$ cat src/rtl/instr_enc_pkg.sv
// Shared constants and helpers for the RV32I instruction encoder.
package instr_enc_pkg;

  // Opcode encodings, identical to the decode side
  localparam logic [6:0] OP_R   = 7'b0110011;
  localparam logic [6:0] OP_I   = 7'b0010011;
  localparam logic [6:0] OP_LD  = 7'b0000011;
  localparam logic [6:0] OP_S   = 7'b0100011;
  localparam logic [6:0] OP_B   = 7'b1100011;
  localparam logic [6:0] OP_J   = 7'b1101111;
  localparam logic [6:0] OP_JR  = 7'b1100111;
  localparam logic [6:0] OP_U   = 7'b0110111;
  localparam logic [6:0] OP_UPC = 7'b0010111;

  // addi x0,x0,0 -- substituted for any rejected request
  localparam logic [31:0] NOP_WORD_DEF = 32'h0000_0013;

  // Instruction layout family; FMT_SH is the I-type shift variant
  typedef enum logic [2:0] {
    FMT_R,
    FMT_I,
    FMT_SH,
    FMT_S,
    FMT_B,
    FMT_J,
    FMT_U,
    FMT_BAD
  } fmt_e;

  function automatic fmt_e fmt_of(input logic [6:0] op, input logic [2:0] f3);
    fmt_e f;
    case (op)
      OP_R:          f = FMT_R;
      OP_I:          f = (f3 == 3'b001 || f3 == 3'b101) ? FMT_SH : FMT_I;
      OP_LD, OP_JR:  f = FMT_I;
      OP_S:          f = FMT_S;
      OP_B:          f = FMT_B;
      OP_J:          f = FMT_J;
      OP_U, OP_UPC:  f = FMT_U;
      default:       f = FMT_BAD;
    endcase
    return f;
  endfunction

  // Signed compare over all 32 bits, so upper bits must match the sign extension
  function automatic logic imm_in_range(input logic [31:0] imm, input int lo, input int hi);
    return ($signed(imm) >= lo) && ($signed(imm) <= hi);
  endfunction

endpackage

$ cat src/rtl/instr_enc_imm_pack.sv
// Immediate range/alignment check and scatter into format bit positions.
// Only immediate-bearing bits are driven; the caller ORs in the other fields.
module instr_enc_imm_pack
  import instr_enc_pkg::*;
(
  input  logic [6:0]  i_opcode,
  input  logic [2:0]  i_funct3,
  input  logic [31:0] i_imm,
  output fmt_e        o_fmt,
  output logic [31:0] o_imm_bits,
  output logic        o_err
);

  fmt_e w_fmt;

  assign w_fmt = fmt_of(i_opcode, i_funct3);
  assign o_fmt = w_fmt;

  // Per-format range check and bit scatter
  always_comb begin
    o_imm_bits = '0;
    o_err      = 1'b0;
    case (w_fmt)
      FMT_R: begin
        o_imm_bits = '0;
      end
      FMT_I: begin
        o_err      = !imm_in_range(i_imm, -2048, 2047);
        o_imm_bits = {i_imm[11:0], 20'b0};
      end
      FMT_SH: begin
        o_err      = !imm_in_range(i_imm, 0, 31);
        o_imm_bits = {7'b0, i_imm[4:0], 20'b0};
      end
      FMT_S: begin
        o_err      = !imm_in_range(i_imm, -2048, 2047);
        o_imm_bits = {i_imm[11:5], 13'b0, i_imm[4:0], 7'b0};
      end
      FMT_B: begin
        o_err      = !imm_in_range(i_imm, -4096, 4094) || i_imm[0];
        o_imm_bits = {i_imm[12], i_imm[10:5], 13'b0, i_imm[4:1], i_imm[11], 7'b0};
      end
      FMT_J: begin
        o_err      = !imm_in_range(i_imm, -1048576, 1048574) || i_imm[0];
        o_imm_bits = {i_imm[20], i_imm[10:1], i_imm[11], i_imm[19:12], 12'b0};
      end
      FMT_U: begin
        o_err      = |i_imm[11:0];
        o_imm_bits = {i_imm[31:12], 12'b0};
      end
      default: begin
        o_err      = 1'b1;
        o_imm_bits = '0;
      end
    endcase
  end

endmodule

$ cat src/rtl/instr_enc.sv
// Two-stage RV32I instruction encoder with valid/ready on both sides.
// Stage 1 captures the request and its check result; stage 2 builds the word.
module instr_enc
  import instr_enc_pkg::*;
#(
  parameter int          CNT_W    = 8,
  parameter logic [31:0] NOP_WORD = NOP_WORD_DEF
) (
  input  logic             clk,
  input  logic             rst_n,
  input  logic             i_valid,
  output logic             o_ready,
  input  logic [6:0]       i_opcode,
  input  logic [4:0]       i_rd,
  input  logic [4:0]       i_rs1,
  input  logic [4:0]       i_rs2,
  input  logic [2:0]       i_funct3,
  input  logic [6:0]       i_funct7,
  input  logic [31:0]      i_imm,
  output logic             o_valid,
  input  logic             i_ready,
  output logic [31:0]      o_instr,
  output logic             o_err,
  output logic [CNT_W-1:0] o_err_cnt
);

  // stage 1 registers
  logic             r_s1_valid;
  logic [6:0]       r_s1_op;
  logic [4:0]       r_s1_rd;
  logic [4:0]       r_s1_rs1;
  logic [4:0]       r_s1_rs2;
  logic [2:0]       r_s1_f3;
  logic [6:0]       r_s1_f7;
  fmt_e             r_s1_fmt;
  logic [31:0]      r_s1_imm_bits;
  logic             r_s1_err;

  // stage 2 / output registers
  logic             r_s2_valid;
  logic [31:0]      r_instr;
  logic             r_err;
  logic [CNT_W-1:0] r_err_cnt;

  logic             w_adv1;
  logic             w_adv2;
  logic             w_accept;
  fmt_e             w_fmt;
  logic [31:0]      w_imm_bits;
  logic             w_err;
  logic [31:0]      w_word;

  instr_enc_imm_pack u_imm_pack (
    .i_opcode   (i_opcode),
    .i_funct3   (i_funct3),
    .i_imm      (i_imm),
    .o_fmt      (w_fmt),
    .o_imm_bits (w_imm_bits),
    .o_err      (w_err)
  );

  assign w_adv2   = !r_s2_valid || i_ready;
  assign w_adv1   = !r_s1_valid || w_adv2;
  assign w_accept = i_valid && w_adv1;
  assign o_ready  = w_adv1;

  // Merge register, funct and opcode fields into the scattered immediate
  always_comb begin
    w_word = r_s1_imm_bits | {25'b0, r_s1_op};
    case (r_s1_fmt)
      FMT_R:   w_word = w_word | {r_s1_f7, r_s1_rs2, r_s1_rs1, r_s1_f3, r_s1_rd, 7'b0};
      FMT_I:   w_word = w_word | {12'b0, r_s1_rs1, r_s1_f3, r_s1_rd, 7'b0};
      FMT_SH:  w_word = w_word | {r_s1_f7, 5'b0, r_s1_rs1, r_s1_f3, r_s1_rd, 7'b0};
      FMT_S,
      FMT_B:   w_word = w_word | {7'b0, r_s1_rs2, r_s1_rs1, r_s1_f3, 12'b0};
      FMT_J,
      FMT_U:   w_word = w_word | {20'b0, r_s1_rd, 7'b0};
      default: w_word = w_word;
    endcase
  end

  // Stage 1: capture request fields and check result on accept
  always_ff @(posedge clk) begin
    if (!rst_n) begin
      r_s1_valid <= 1'b0;
    end else if (w_adv1) begin
      r_s1_valid <= i_valid;
      if (w_accept) begin
        r_s1_op       <= i_opcode;
        r_s1_rd       <= i_rd;
        r_s1_rs1      <= i_rs1;
        r_s1_rs2      <= i_rs2;
        r_s1_f3       <= i_funct3;
        r_s1_f7       <= i_funct7;
        r_s1_fmt      <= w_fmt;
        r_s1_imm_bits <= w_imm_bits;
        r_s1_err      <= w_err;
      end
    end
  end

  // Stage 2: register the word (or NOP on reject) and count rejects, saturating
  always_ff @(posedge clk) begin
    if (!rst_n) begin
      r_s2_valid <= 1'b0;
      r_instr    <= '0;
      r_err      <= 1'b0;
      r_err_cnt  <= '0;
    end else if (w_adv2) begin
      r_s2_valid <= r_s1_valid;
      if (r_s1_valid) begin
        r_instr <= r_s1_err ? NOP_WORD : w_word;
        r_err   <= r_s1_err;
        if (r_s1_err && (r_err_cnt != {CNT_W{1'b1}})) begin
          r_err_cnt <= r_err_cnt + 1'b1;
        end
      end
    end
  end

  assign o_valid   = r_s2_valid;
  assign o_instr   = r_instr;
  assign o_err     = r_err;
  assign o_err_cnt = r_err_cnt;

endmodule

$ cat config.mk
export PLATFORM = sky130hd
export DESIGN_NAME = instr_enc
export DESIGN_NICKNAME = d
export VERILOG_FILES = /design/src/rtl/instr_enc_pkg.sv /design/src/rtl/instr_enc_imm_pack.sv /design/src/rtl/instr_enc.sv
export SDC_FILE = /design/constraint.sdc
export NUM_CORES = 1
export LEC_CHECK = 0
export ABC_AREA = 1
export BUFFER_PORTS_ARGS = -buffer_cell sky130_fd_sc_hd__buf_4
export CORE_MARGIN = 2
export CORE_UTILIZATION = 40
export CTS_BUF_LIST = sky130_fd_sc_hd__clkbuf_4
export DETAILED_ROUTE_END_ITERATION = 16
export MAX_ROUTING_LAYER = met4
export SLEW_MARGIN = 20
export SYNTH_ARGS = -nofsm -noshare
export SYNTH_HDL_FRONTEND = slang
export SYNTH_SLANG_ARGS = --single-unit
export TNS_END_PERCENT = 50
$ cat constraint.sdc
create_clock -name clk -period 2.6 [get_ports clk]
set_input_delay 0.39 -clock clk [delete_from_list [all_inputs] [get_ports clk]]
set_output_delay 0.39 -clock clk [all_outputs]
set_load 0.02 [all_outputs]
==> run metrics <==
clock buffer depth=2; setup violators final=0; TritonCTS Buffers=9; Final Max Slew Viols=0; Critical Path Start=o_valid; top-count cell post-synth=nand2_1; largest net degree at the start of global routing=39; die height=111 µm; fmax=588 MHz; Root Buffer Master=clkbuf_4; Initial Utilization=40.7%; fin util=50.5%; post-cts sizing count=0; maxcap violations=0; nature of the critical path endpoint=flip-flop; Post-synth top cells=95 x nand2_1, 66 x nor2_1, 62 x inv_1, 61 x edfxtp_1, 49 x a21oi_1; total nets after synthesis=577; CTS tree=yes; status=completed; PwrDens=520 nW/µm²; post-route setup slack=900 ps; gr usage total=18.7%; clk_skew=17.4 ps; total gr overflow=0; Post-synth EDFFs=61; fill count=1096; actual slew at the worst max-slew pin=715 ps; I/O pin cnt=111; Slew HR=51.8%; RSZ-0062 raised after global routing=false; WP data required=2920 ps; Final Routed Wirelength=11200 µm; initial antenna violation count=0; final non-filler cell total=767; post-route minimum period=1700 ps; top cells by area, synth=edfxtp_1 40%, dfxtp_1 19%, nand2_1 7.7%; dpl cells=751; first-pass GRT wire length=18100 µm; standard-cell rows=39; Post-Place Worst Slack=626 ps; average size of a mapped cell=9.08 µm²; hold-fix buffers at CTS=0; via count=3863; Sum Neg Setup Slack=0 ps; area of the mapped netlist=4610 µm²; Hold Path Class=in -> reg; layout cells sized above 1=24.4%; dominant cell type by area after synthesis=edfxtp_1; leakage=2.48 nW; HPWL Detailed=8630 µm; Arrival @ worst endpoint=2020 ps; Clock transition at path regs=160 ps; post-synth top area share=39.7%; n_diodes=0; Routed Antenna Nets=0; post-synthesis cell count=508; hold path startpoint=i_rs1[1]; Post-synth top flop=edfxtp_1; Avg WL per Cell=14.7 µm; drt pass-1 iters=5; die area=12400 µm²; register area share after synthesis=58.4%; Max FO, Critical Path=13; Max IR drop VDD=0.000291 V; yosys warns=0; vias in the first global route=3637; Crit Path Category=reg -> reg; Core Area=11300 µm²; DR vias/cell=5.04; final hold vios=0; P&R area growth vs syn=24.0%; Final #Nets=688; Iter 0 DRT Violations=212; Synth cell types=33; worst-skew pair later-pin latency=440 ps; Residual DRC=0; #FFs+latches synth=104; postcts setup bufs=0; startpoint types=flip-flop; fin crit share=65.4%; Die X=111 µm; asr flop ratio synth=0%; Clock Sinks=104; Placer Congestion=0.853; Buffers on Ports=110; H-tree levels=3; worst r2r src=o_valid
==> placed cells by master (no fill, tap or decap), types with 2 or more instances in the layout <==
| master | netlist | routed |
|---|---|---|
| buf_4 | 0 | 112 |
| nand2_1 | 95 | 95 |
| nor2_1 | 66 | 66 |
| inv_1 | 62 | 61 |
| edfxtp_1 | 61 | 61 |
| a21oi_1 | 49 | 49 |
| dfxtp_1 | 43 | 43 |
| o21ai_0 | 28 | 28 |
| nand3_1 | 17 | 17 |
| nand4_1 | 13 | 13 |
| clkbuf_4 | 0 | 10 |
| a2bb2oi_1 | 9 | 9 |
| o22ai_1 | 8 | 8 |
| inv_2 | 6 | 7 |
| nor3_1 | 6 | 6 |
| nor2_2 | 5 | 5 |
| o221ai_1 | 5 | 5 |
| o21ai_1 | 3 | 3 |
| xnor2_1 | 3 | 3 |
| nand3_2 | 2 | 2 |
| nor3_2 | 2 | 2 |
| or2_2 | 2 | 2 |
| o31ai_1 | 2 | 2 |
| clkinv_2 | 0 | 2 |
==> state kept, by name, indices dropped and copies added, names as in the netlist, 3 cells and up <==
signal	flops
r_s1_op	7
r_s1_imm_bits	25
r_s1_f7	7
o_instr	32
r_s1_f3	3
r_s1_rd	5
r_s1_rs1	5
r_s1_fmt	3
r_s1_rs2	5
o_err_cnt	8
==> metal layers <==
metal,up-vias,GRT usage (%),wire length [µm]
met3,18,3.59,507
met4,0,6.17,205
met1,1788,24.4,5140
met2,118,29.8,5390
met5,-,-,0
li1,1939,-,-
==> power by group <==
group          internal, mW  leakage [nW]  switching (mW)  total, mW
clock network         0.300        0.0738           0.509      0.809
registers              1.80         0.958          0.0247       1.82
logic                 0.146          1.45           0.197      0.344
==> worst max-delay path, stage by stage, from the launching register on <==
cell	delay (ps)
dfxtp_1	380
nand2_1	80
nand2_1	370
nor2_1	110
inv_1	360
a2bb2oi_1	230
nor2_1	60
==> per-stage QoR <==
step	total power, mW	area [µm²]	hold slack (ps)
5_1_grt	3.10	5720	59.0
3_3_place_gp	2.20	5580	456
3_5_place_dp	2.21	5580	458
4_1_cts	3.01	5720	78.0
6_report	2.98	5720	107
2_1_floorplan	2.02	4610	467
==> final cells by class <==
class	count	area [µm²]	share of cell area, %
Sequential cell	104	2690	47.1
Multi-Input combinational cell	323	1600	27.9
Timing Repair Buffer	113	861	15.1
Inverter	68	255	4.46
Tap cell	143	179	3.13
Clock buffer	10	75.1	1.31
Clock inverter	6	60.1	1.05
==> cell families (layout without fill, tap and decap cells) <==
kind of cell / after synthesis / count (layout) / synth area share, %
DFF: 104 / 104 / 58.4
xor gates and xnor gates: 4 / 4 / 0.760
and+or+nand+nor: 212 / 212 / 20.4
adders and majority gates: 1 / 1 / 0.271
buffers and inverters: 81 / 197 / 7.02
AOI/OAI and AO/OA: 106 / 106 / 13.2
==> worst paths after layout <==
| kind | endpoint | slack [ps] | cells past startpoint |
|---|---|---|---|
| setup / recovery | o_instr[23] | 900 | 6 |
| hold / removal | r_s1_rs1[1] | 110 | 1 |
| setup reg to reg | o_instr[23] | 900 | 6 |
| hold reg to reg | o_instr[24] | 470 | 2 |
Power figures use the tool's default switching activity.
